$ cat config.mk
export PLATFORM = sky130hd
export DESIGN_NAME = load_store_unit_flat
export DESIGN_NICKNAME = d
export VERILOG_FILES = /design/src/rtl/lsu_pkg.sv /design/src/rtl/lsu_if.sv /design/src/rtl/lsu_align.sv /design/src/rtl/load_store_unit.sv /design/src/flat_wrapper.sv
export SDC_FILE = /design/constraint.sdc
export NUM_CORES = 1
export LEC_CHECK = 0
export CORE_AREA = 2 2 117 119
export DETAILED_ROUTE_END_ITERATION = 8
export DIE_AREA = 0 0 119 121
export PLACE_DENSITY = 0.86
export SYNTH_ARGS = -nofsm -noshare
export SYNTH_HDL_FRONTEND = slang
export SYNTH_SLANG_ARGS = --single-unit
$ cat constraint.sdc
create_clock -name clk -period 3.14 [get_ports clk]
set_input_delay 0.471 -clock clk [delete_from_list [all_inputs] [get_ports clk]]
set_output_delay 0.471 -clock clk [all_outputs]
set_load 0.005 [all_outputs]
$ cat src/rtl/lsu_pkg.sv
// lsu_pkg: size codes, op bit positions, state encoding and misalignment helper for the load/store unit
package lsu_pkg;
   localparam logic [1:0] SZ_BYTE = 2'b00;
   localparam logic [1:0] SZ_HALF = 2'b01;
   localparam logic [1:0] SZ_WORD = 2'b10;
   localparam int OP_WRITE_BIT = 3;
   localparam int OP_UNSIGNED_BIT = 2;
   typedef enum logic [1:0] {IDLE, ACCESS, WRITE, RESP} state_t;
   function automatic logic is_misaligned(input logic [1:0] size, input logic [1:0] off);
      return size == SZ_BYTE ? 1'b0 : size == SZ_HALF ? off[0] : off != 2'b00;
   endfunction
endpackage

$ cat src/rtl/lsu_if.sv
// lsu_if: request/response handshake plus word-organised data memory port of the load/store unit
interface lsu_if #(
   parameter int ADDR_WIDTH = 32,
   parameter int DATA_WIDTH = 32
);
   logic                  req_valid;
   logic                  req_ready;
   logic [3:0]            req_op;
   logic [ADDR_WIDTH-1:0] req_addr;
   logic [DATA_WIDTH-1:0] req_wdata;
   logic                  resp_valid;
   logic [DATA_WIDTH-1:0] resp_rdata;
   logic                  resp_error;
   logic [ADDR_WIDTH-1:0] mem_address;
   logic [DATA_WIDTH-1:0] mem_write_data;
   logic                  mem_write_enable;
   logic                  mem_read_enable;
   logic [DATA_WIDTH-1:0] mem_read_data;
   modport master(
      input  req_valid, req_op, req_addr, req_wdata, mem_read_data,
      output req_ready, resp_valid, resp_rdata, resp_error,
             mem_address, mem_write_data, mem_write_enable, mem_read_enable
   );
   modport slave(
      output req_valid, req_op, req_addr, req_wdata, mem_read_data,
      input  req_ready, resp_valid, resp_rdata, resp_error,
             mem_address, mem_write_data, mem_write_enable, mem_read_enable
   );
endinterface

$ cat src/rtl/lsu_align.sv
// lsu_align: little-endian lane extraction/extension for loads and read-modify-write merge for sub-word stores
module lsu_align import lsu_pkg::*; (
   input  logic [1:0]  size,
   input  logic        uns,
   input  logic [1:0]  off,
   input  logic [31:0] rdata,
   input  logic [31:0] wdata,
   output logic [31:0] load_data,
   output logic [31:0] merged
);
   logic [4:0]  bsh;
   logic [4:0]  hsh;
   logic [7:0]  b;
   logic [15:0] h;
   always_comb begin
      bsh = {off, 3'b000};
      hsh = {off[1], 4'b0000};
      b = 8'(rdata >> bsh);
      h = 16'(rdata >> hsh);
      load_data = size == SZ_BYTE ? {{24{~uns & b[7]}}, b}
                : size == SZ_HALF ? {{16{~uns & h[15]}}, h} : rdata;
      merged = size == SZ_BYTE ? (rdata & ~(32'h0000_00FF << bsh)) | ({24'd0, wdata[7:0]} << bsh)
             : size == SZ_HALF ? (rdata & ~(32'h0000_FFFF << hsh)) | ({16'd0, wdata[15:0]} << hsh) : wdata;
   end
endmodule

$ cat src/rtl/load_store_unit.sv
// load_store_unit: one-at-a-time load/store sequencer for a combinational-read word memory.
// Define MISALIGN_TRAP_EN to return resp_error for misaligned half/word accesses instead of masking the low bits.
module load_store_unit import lsu_pkg::*; #(
   parameter int ADDR_WIDTH = 32,
   parameter int DATA_WIDTH = 32
) (
   input logic clk,
   input logic rst_n,
   lsu_if.master bus
);
   state_t                state;
   logic [3:0]            op_q;
   logic [ADDR_WIDTH-1:0] addr_q;
   logic [DATA_WIDTH-1:0] wdata_q;
   logic [DATA_WIDTH-1:0] merged_q;
   logic [DATA_WIDTH-1:0] rdata_q;
   logic [DATA_WIDTH-1:0] load_data;
   logic [DATA_WIDTH-1:0] merged;
   logic                  err_q;
   logic                  mis;
   logic                  wr_op;
   logic                  sub;
   logic                  rd_en;
   logic                  wr_en;
   lsu_align u_align (
      .size(op_q[1:0]),
      .uns(op_q[OP_UNSIGNED_BIT]),
      .off(addr_q[1:0]),
      .rdata(bus.mem_read_data),
      .wdata(wdata_q),
      .load_data(load_data),
      .merged(merged)
   );
`ifdef MISALIGN_TRAP_EN
   assign mis = is_misaligned(op_q[1:0], addr_q[1:0]);
`else
   assign mis = 1'b0;
`endif
   // sub-word stores (size 00/01) need a read before the merged write
   always_comb begin
      wr_op = op_q[OP_WRITE_BIT];
      sub = wr_op && !op_q[1];
      rd_en = state == ACCESS && !mis && (!wr_op || sub);
      wr_en = (state == ACCESS && !mis && wr_op && !sub) || state == WRITE;
   end
   assign bus.req_ready = state == IDLE;
   assign bus.resp_valid = state == RESP;
   assign bus.resp_rdata = rdata_q;
   assign bus.resp_error = err_q;
   assign bus.mem_read_enable = rd_en;
   assign bus.mem_write_enable = wr_en;
   assign bus.mem_address = rd_en || wr_en ? {addr_q[ADDR_WIDTH-1:2], 2'b00} : '0;
   assign bus.mem_write_data = state == WRITE ? merged_q : wr_en ? wdata_q : '0;
   always_ff @(posedge clk)
      if (!rst_n) begin
         state <= IDLE;
         op_q <= '0;
         addr_q <= '0;
         wdata_q <= '0;
         merged_q <= '0;
         rdata_q <= '0;
         err_q <= 1'b0;
      end else
         case (state)
            IDLE: if (bus.req_valid) begin
               op_q <= bus.req_op;
               addr_q <= bus.req_addr;
               wdata_q <= bus.req_wdata;
               state <= ACCESS;
            end
            ACCESS: begin
               rdata_q <= wr_op || mis ? '0 : load_data;
               err_q <= mis;
               merged_q <= merged;
               state <= sub && !mis ? WRITE : RESP;
            end
            WRITE: state <= RESP;
            default: state <= IDLE;
         endcase
endmodule

$ cat src/flat_wrapper.sv
// flat-port wrapper written by rule: the top's interface ports become plain ports
module load_store_unit_flat import lsu_pkg::*;
#(
   parameter int ADDR_WIDTH = 32,
   parameter int DATA_WIDTH = 32
)
  (clk, rst_n, bus_req_valid, bus_req_op, bus_req_addr, bus_req_wdata, bus_mem_read_data, bus_req_ready, bus_resp_valid, bus_resp_rdata, bus_resp_error, bus_mem_address, bus_mem_write_data, bus_mem_write_enable, bus_mem_read_enable);
  lsu_if #(.ADDR_WIDTH(ADDR_WIDTH), .DATA_WIDTH(DATA_WIDTH)) bus_i ();
  input logic clk;
  input logic rst_n;
  input wire logic [$bits(bus_i.req_valid)-1:0] bus_req_valid;
  input wire logic [$bits(bus_i.req_op)-1:0] bus_req_op;
  input wire logic [$bits(bus_i.req_addr)-1:0] bus_req_addr;
  input wire logic [$bits(bus_i.req_wdata)-1:0] bus_req_wdata;
  input wire logic [$bits(bus_i.mem_read_data)-1:0] bus_mem_read_data;
  output wire logic [$bits(bus_i.req_ready)-1:0] bus_req_ready;
  output wire logic [$bits(bus_i.resp_valid)-1:0] bus_resp_valid;
  output wire logic [$bits(bus_i.resp_rdata)-1:0] bus_resp_rdata;
  output wire logic [$bits(bus_i.resp_error)-1:0] bus_resp_error;
  output wire logic [$bits(bus_i.mem_address)-1:0] bus_mem_address;
  output wire logic [$bits(bus_i.mem_write_data)-1:0] bus_mem_write_data;
  output wire logic [$bits(bus_i.mem_write_enable)-1:0] bus_mem_write_enable;
  output wire logic [$bits(bus_i.mem_read_enable)-1:0] bus_mem_read_enable;
  assign bus_i.req_valid = bus_req_valid;
  assign bus_i.req_op = bus_req_op;
  assign bus_i.req_addr = bus_req_addr;
  assign bus_i.req_wdata = bus_req_wdata;
  assign bus_i.mem_read_data = bus_mem_read_data;
  assign bus_req_ready = bus_i.req_ready;
  assign bus_resp_valid = bus_i.resp_valid;
  assign bus_resp_rdata = bus_i.resp_rdata;
  assign bus_resp_error = bus_i.resp_error;
  assign bus_mem_address = bus_i.mem_address;
  assign bus_mem_write_data = bus_i.mem_write_data;
  assign bus_mem_write_enable = bus_i.mem_write_enable;
  assign bus_mem_read_enable = bus_i.mem_read_enable;
  load_store_unit #(.ADDR_WIDTH(ADDR_WIDTH), .DATA_WIDTH(DATA_WIDTH)) u_core (.clk(clk), .rst_n(rst_n), .bus(bus_i));
endmodule
# Word level (Yosys, flattened, before mapping)
# Cells that the tools add are included.
# classes
reduce_logical	13
n_eq_ne	5
bitwise	9
muxes	11
shift	6
# ops
cell	count
32-bit 2-to-1 mux	8
32-bit bitwise AND	2
32-bit NOT	2
32-bit bitwise OR	2
16-bit by 5-bit << shifter with 32-bit output	1
16-bit by 5-bit << shifter with 32-bit output (first input constant)	1
8-bit by 5-bit << shifter with 32-bit output	1
8-bit by 5-bit << shifter with 32-bit output (first input constant)	1
32-bit by 5-bit right shift with 16-bit output	1
32-bit by 5-bit right shift with 8-bit output	1
2-bit case mux with 3 select lines	1
2-bit by 1-bit equality test with 1-bit output (second input constant)	2
2-bit equality test (second input constant)	2
1-bit logical AND	4
2-bit logical NOT	2
1-bit logical NOT	3
1-bit logical OR	3
1-bit bitwise AND	2
2-bit 2-to-1 mux	1
2-bit != test (second input constant)	1
2-bit AND reduction	1
1-bit 2-to-1 mux	1
1-bit NOT	1
# word_totals
input_bits	103
reg_bits	134
out_inout_bits	101

# Logic depth before layout (Yosys ltp)
# depth
ltp_word	7
ltp_mapped	8
depth_no_buf	6

# Cells and area by module
# A second synthesis with hierarchy kept.
# unflattened
cells_unflattened	901
hier_area_um2	6886.6
# by_module_without_submodules
module	seq_area_each_um2	n_inst	area_per_inst_um2	cells_each
load_store_unit	2682.6	1	5622.9	668
lsu_align	0.0	1	1263.7	233

# Worst setup path before layout
# No wires, ideal clock.
# synth_timing
kind	reg2out
start	reg u_core.state[0]
end	out bus_mem_address[10]
arrival_time_ns	1.778
path_slack_ns	0.891
required_ns	2.669
stages_incl_launch_ff	9
path_cell_list	dfxtp_1 inv_1 ha_1 clkbuf_1 a31oi_1 inv_1 nor2_1 clkbuf_1 nor2b_1
# synth_via
elab_chain_len	6
word_cells_on_any_way	8
# synth_lines
element	line	rtl
from (decl)	load_store_unit.sv:11	state_t state;
from (signal assigned)	load_store_unit.sv:75	state <= sub && !mis ? WRITE : RESP;
2-bit by 1-bit equality test with 1-bit output	load_store_unit.sv:44	wr_en = (state == ACCESS && !mis && wr_op && !sub) || state == WRITE;
1-bit logical AND (2 in series)	load_store_unit.sv:44	
1-bit logical OR (*)	load_store_unit.sv:44	
net bus_mem_write_enable	flat_wrapper.sv:22	output wire logic [$bits(bus_i.mem_write_enable)-1:0] bus_mem_write_enable;
1-bit logical OR (*)	load_store_unit.sv:52	assign bus.mem_address = rd_en || wr_en ? {addr_q[ADDR_WIDTH-1:2], 2'b00} : '0;
32-bit 2-to-1 mux (*)	load_store_unit.sv:52	
to (decl)	flat_wrapper.sv:20	output wire logic [$bits(bus_i.mem_address)-1:0] bus_mem_address;
# The timed path passes the listed nets; every way through them passes the cells marked *.

# Worst setup path in the final report
# layout_timing
start	reg u_core.state[0]
end	out bus_mem_address[7]
# layout_via
elab_chain_len	6
word_cells_on_any_way	8
# layout_lines
element	line
2-bit by 1-bit equality test with 1-bit output	load_store_unit.sv:43, load_store_unit.sv:44
1-bit logical AND (2 in series)	load_store_unit.sv:44
1-bit logical OR	load_store_unit.sv:44
1-bit logical OR (*)	load_store_unit.sv:52
32-bit 2-to-1 mux (*)	load_store_unit.sv:52
# Mark *: on every way between the ends. The rest lies on a longest branch, timed or not.

==> results.json <==
{
  "status": "completed",
  "p_per_area_nw_per_um2": 798,
  "pwr-share-comb_pct": 38.3,
  "cts.clk_slew.worst_paths_ns": 0.06,
  "utilization_pct": 71.2,
  "mostFrequentLayoutCells": "201 x nand2_1, 200 x clkdlybuf4s50_1, 134 x dfxtp_1",
  "yosys_warnings": 0,
  "netlist_area_sq_um": 6590,
  "fin_setup_tns_ns": 0,
  "finalSetupViolations": 0,
  "clkPwrFrac_pct": 27.2,
  "cp_data_arrival_time_ns": 2.48,
  "peakVddDrop_mv": 0.498,
  "crit_buf_inv": 4,
  "drcViolationCount": 0,
  "root_buffer": "clkbuf_16",
  "num-fill-cells": 995,
  "yosysUniqueCellTypes": 42,
  "via_count": 6905,
  "slowest_delay_ns": 0.48,
  "switchingPower_mw": 2.63,
  "fin_crit_ns": 2.95,
  "async_flop_share_pct": 0,
  "postSynthCellCount": 839,
  "ys_seq_elements": 134,
  "grt_overflow_total": 0,
  "area_growth_pct": 41.5,
  "min_path_cells": 2,
  "worst_pin_slew_ns": 0.913,
  "cp_common_cell": "inv_1",
  "finalCritPeriodShare_pct": 94.1,
  "switching_share_pct": 35.4,
  "placeableCoreArea_sq_um": 13100,
  "cts_sinks": 134,
  "clock_latency_ns": 0.43,
  "critPathMaxFanout": 30,
  "synth_ff_type": "dfxtp_1",
  "post-cts-setup-buffer-count": 0,
  "die_w_um": 119,
  "reg2reg_depth": 7,
  "cts_buffers": 17,
  "synth_top_cell_by_area": "dfxtp_1",
  "rsz0062_at_grt": "false",
  "dieArea_sq_um": 14400,
  "clock.fmax_ghz": 0.338,
  "cpMaxStageDelayCell": "clkdlybuf4s50_1",
  "via_per_inst": 5.75,
  "cts_resized": 0,
  "layout_commonest_cell": "nand2_1",
  "critPathLaunchType": "register",
  "slew_headroom_pct": 39.1,
  "antennaDiodeCount": 0,
  "grt_pass1_wl_um": 33900,
  "hold_viol_final": 0,
  "grt_pass1_vias": 6541,
  "start_util_pct": 50.3,
  "grt_max_degree": 87,
  "synth.top_cell.area_share_pct": 40.7,
  "maxCapViolCount": 0,
  "path_cells": "inv_1 -> ha_2 -> a31oi_2 -> inv_1 -> nor2_2 -> buf_4 -> nor2b_1 -> clkdlybuf4s50_1",
  "critical_path.top_delay_family": "buffers and inverters",
  "hpwl_um": 15600,
  "dr.first_iter.drc_count": 661,
  "postCtsHoldBufs": 0,
  "dr.pass1.iters": 5,
  "synthTopCellsByArea": "dfxtp_1 41%, nand2_1 12%, mux2i_1 9.0%",
  "postRouteAntennaNets": 0,
  "cts_tree": "done",
  "path_class": "reg2out",
  "io_pins": 204,
  "groute.usage.overall_pct": 30.1,
  "drive_gt1_share_pct": 7.32,
  "leakage_nw": 3.44,
  "gp_congestion": 0.944,
  "ys_seq_area_share_pct": 40.7,
  "totalWireLength_um": 21900,
  "worstSetupPathDepth": 8,
  "maxSlewViolCount": 0,
  "fp.dieH_um": 121,
  "portBuffers": 200,
  "cp_data_required_time_ns": 2.67,
  "final_net_count": 1120,
  "synth_edf_count": 0,
  "pwr-share-seq_pct": 34.5,
  "avgSynthCellArea_sq_um": 7.85,
  "worstSetupEndpointType": "primary output",
  "rows": 42,
  "clock_skew_ns": 0.00790,
  "cts_max_level": 4,
  "max-clock-path-buffers": 2,
  "wl_per_cell_um": 18.3,
  "power.internal_mw": 4.81,
  "min_path_type": "reg2reg",
  "grt_antenna_before_repair": 0
}
[cell families after synthesis]
logic type	count (synthesis)	synth area share (%)
AO/OA/AOI/OAI	219	20.9
adder cells (fa/ha/maj)	6	1.14
buffers and inverters	86	5.32
flip-flops	134	40.7
multiplexers	69	10.7
other	1	0.0569
AND/OR/NAND/NOR	324	21.2
[layout make-up]
class,count,area [sq um],area share (%)
clock buffers,24,482,5.17
clock inverters,8,121,1.30
inverters,15,56.3,0.604
multi-input cells,621,3580,38.4
flip-flops and latches,134,2680,28.8
well taps,176,220,2.36
repair buffers,222,2180,23.4
[flip-flops by register name, indices dropped and copies added, names as in the netlist]
register / count
u_core.addr_q: 32
u_core.bus.resp_rdata: 32
u_core.merged_q: 32
u_core.op_q: 4
u_core.state: 2
u_core.wdata_q: 32
[worst reg2reg max path, stage by stage (launching register included)]
cell	delay, ns
dfxtp_1	0.35
inv_1	0.12
ha_1	0.19
buf_4	0.39
nand2_1	0.14
or2_2	0.40
o22ai_1	0.55
a32o_1	0.27
[path summary, 6_finish.rpt]
path / startpoint / end / slack (ns)
hold / removal: u_core.addr_q[10] / u_core.addr_q[10] / 0.45
hold reg to reg: u_core.addr_q[10] / u_core.addr_q[10] / 0.45
setup / recovery: u_core.state[0] / bus_mem_address[7] / 0.19
setup reg to reg: u_core.state[1] / u_core.bus.resp_rdata[10] / 0.67
[per-stage QoR]
step | hold WS [ns] | setup WS, ns | cell area [sq um] | cells | power (mW)
2_1_floorplan | 0.420 | 0.891 | 6600 | 841 | 4.15
3_3_place_gp | 0.437 | 0.686 | 8720 | 1168 | 5.32
3_5_place_dp | 0.442 | 0.641 | 8720 | 1168 | 5.39
4_1_cts | 0.449 | 0.155 | 9320 | 1200 | 7.42
5_1_grt | 0.463 | 0.0244 | 9320 | 1200 | 7.81
6_report | 0.448 | 0.185 | 9320 | 1200 | 7.44
[power groups by stage]
stage	clock [mW]	sequential, mW	combinational [mW]
3_5_place_dp	0	2.58	2.81
5_1_grt	2.12	2.60	3.09
4_1_cts	2.04	2.54	2.83
3_3_place_gp	0	2.57	2.75
2_1_floorplan	0	2.43	1.72
6_report	2.03	2.57	2.85
[metal layers]
metal	part of all wire, %	up-vias	global-route usage, %	wire length [um]
met5	0	-	0	0
met4	3.4	0	13.8	744
met3	12	70	8.60	2540
met2	46	399	48.3	10100
met1	39	3197	37.4	8550
li1	-	3239	-	-
[cells in the mapped netlist (3+ instances only)]
master     count
nand2_1      202
dfxtp_1      134
a21oi_1       98
mux2i_1       59
nor2b_1       49
clkbuf_1      48
nor2_1        48
o21ai_0       33
a31oi_1       15
a2bb2oi_1     13
inv_1         13
nor3_1        11
buf_2         10
mux2_2        10
o221ai_1      10
buf_1          9
a32o_1         8
o22ai_1        8
a32oi_1        7
a22o_1         6
ha_1           6
nand2b_1       5
o41ai_1        5
buf_4          4
or3_1          3
Note: power is estimated with default switching activity, not from simulation.
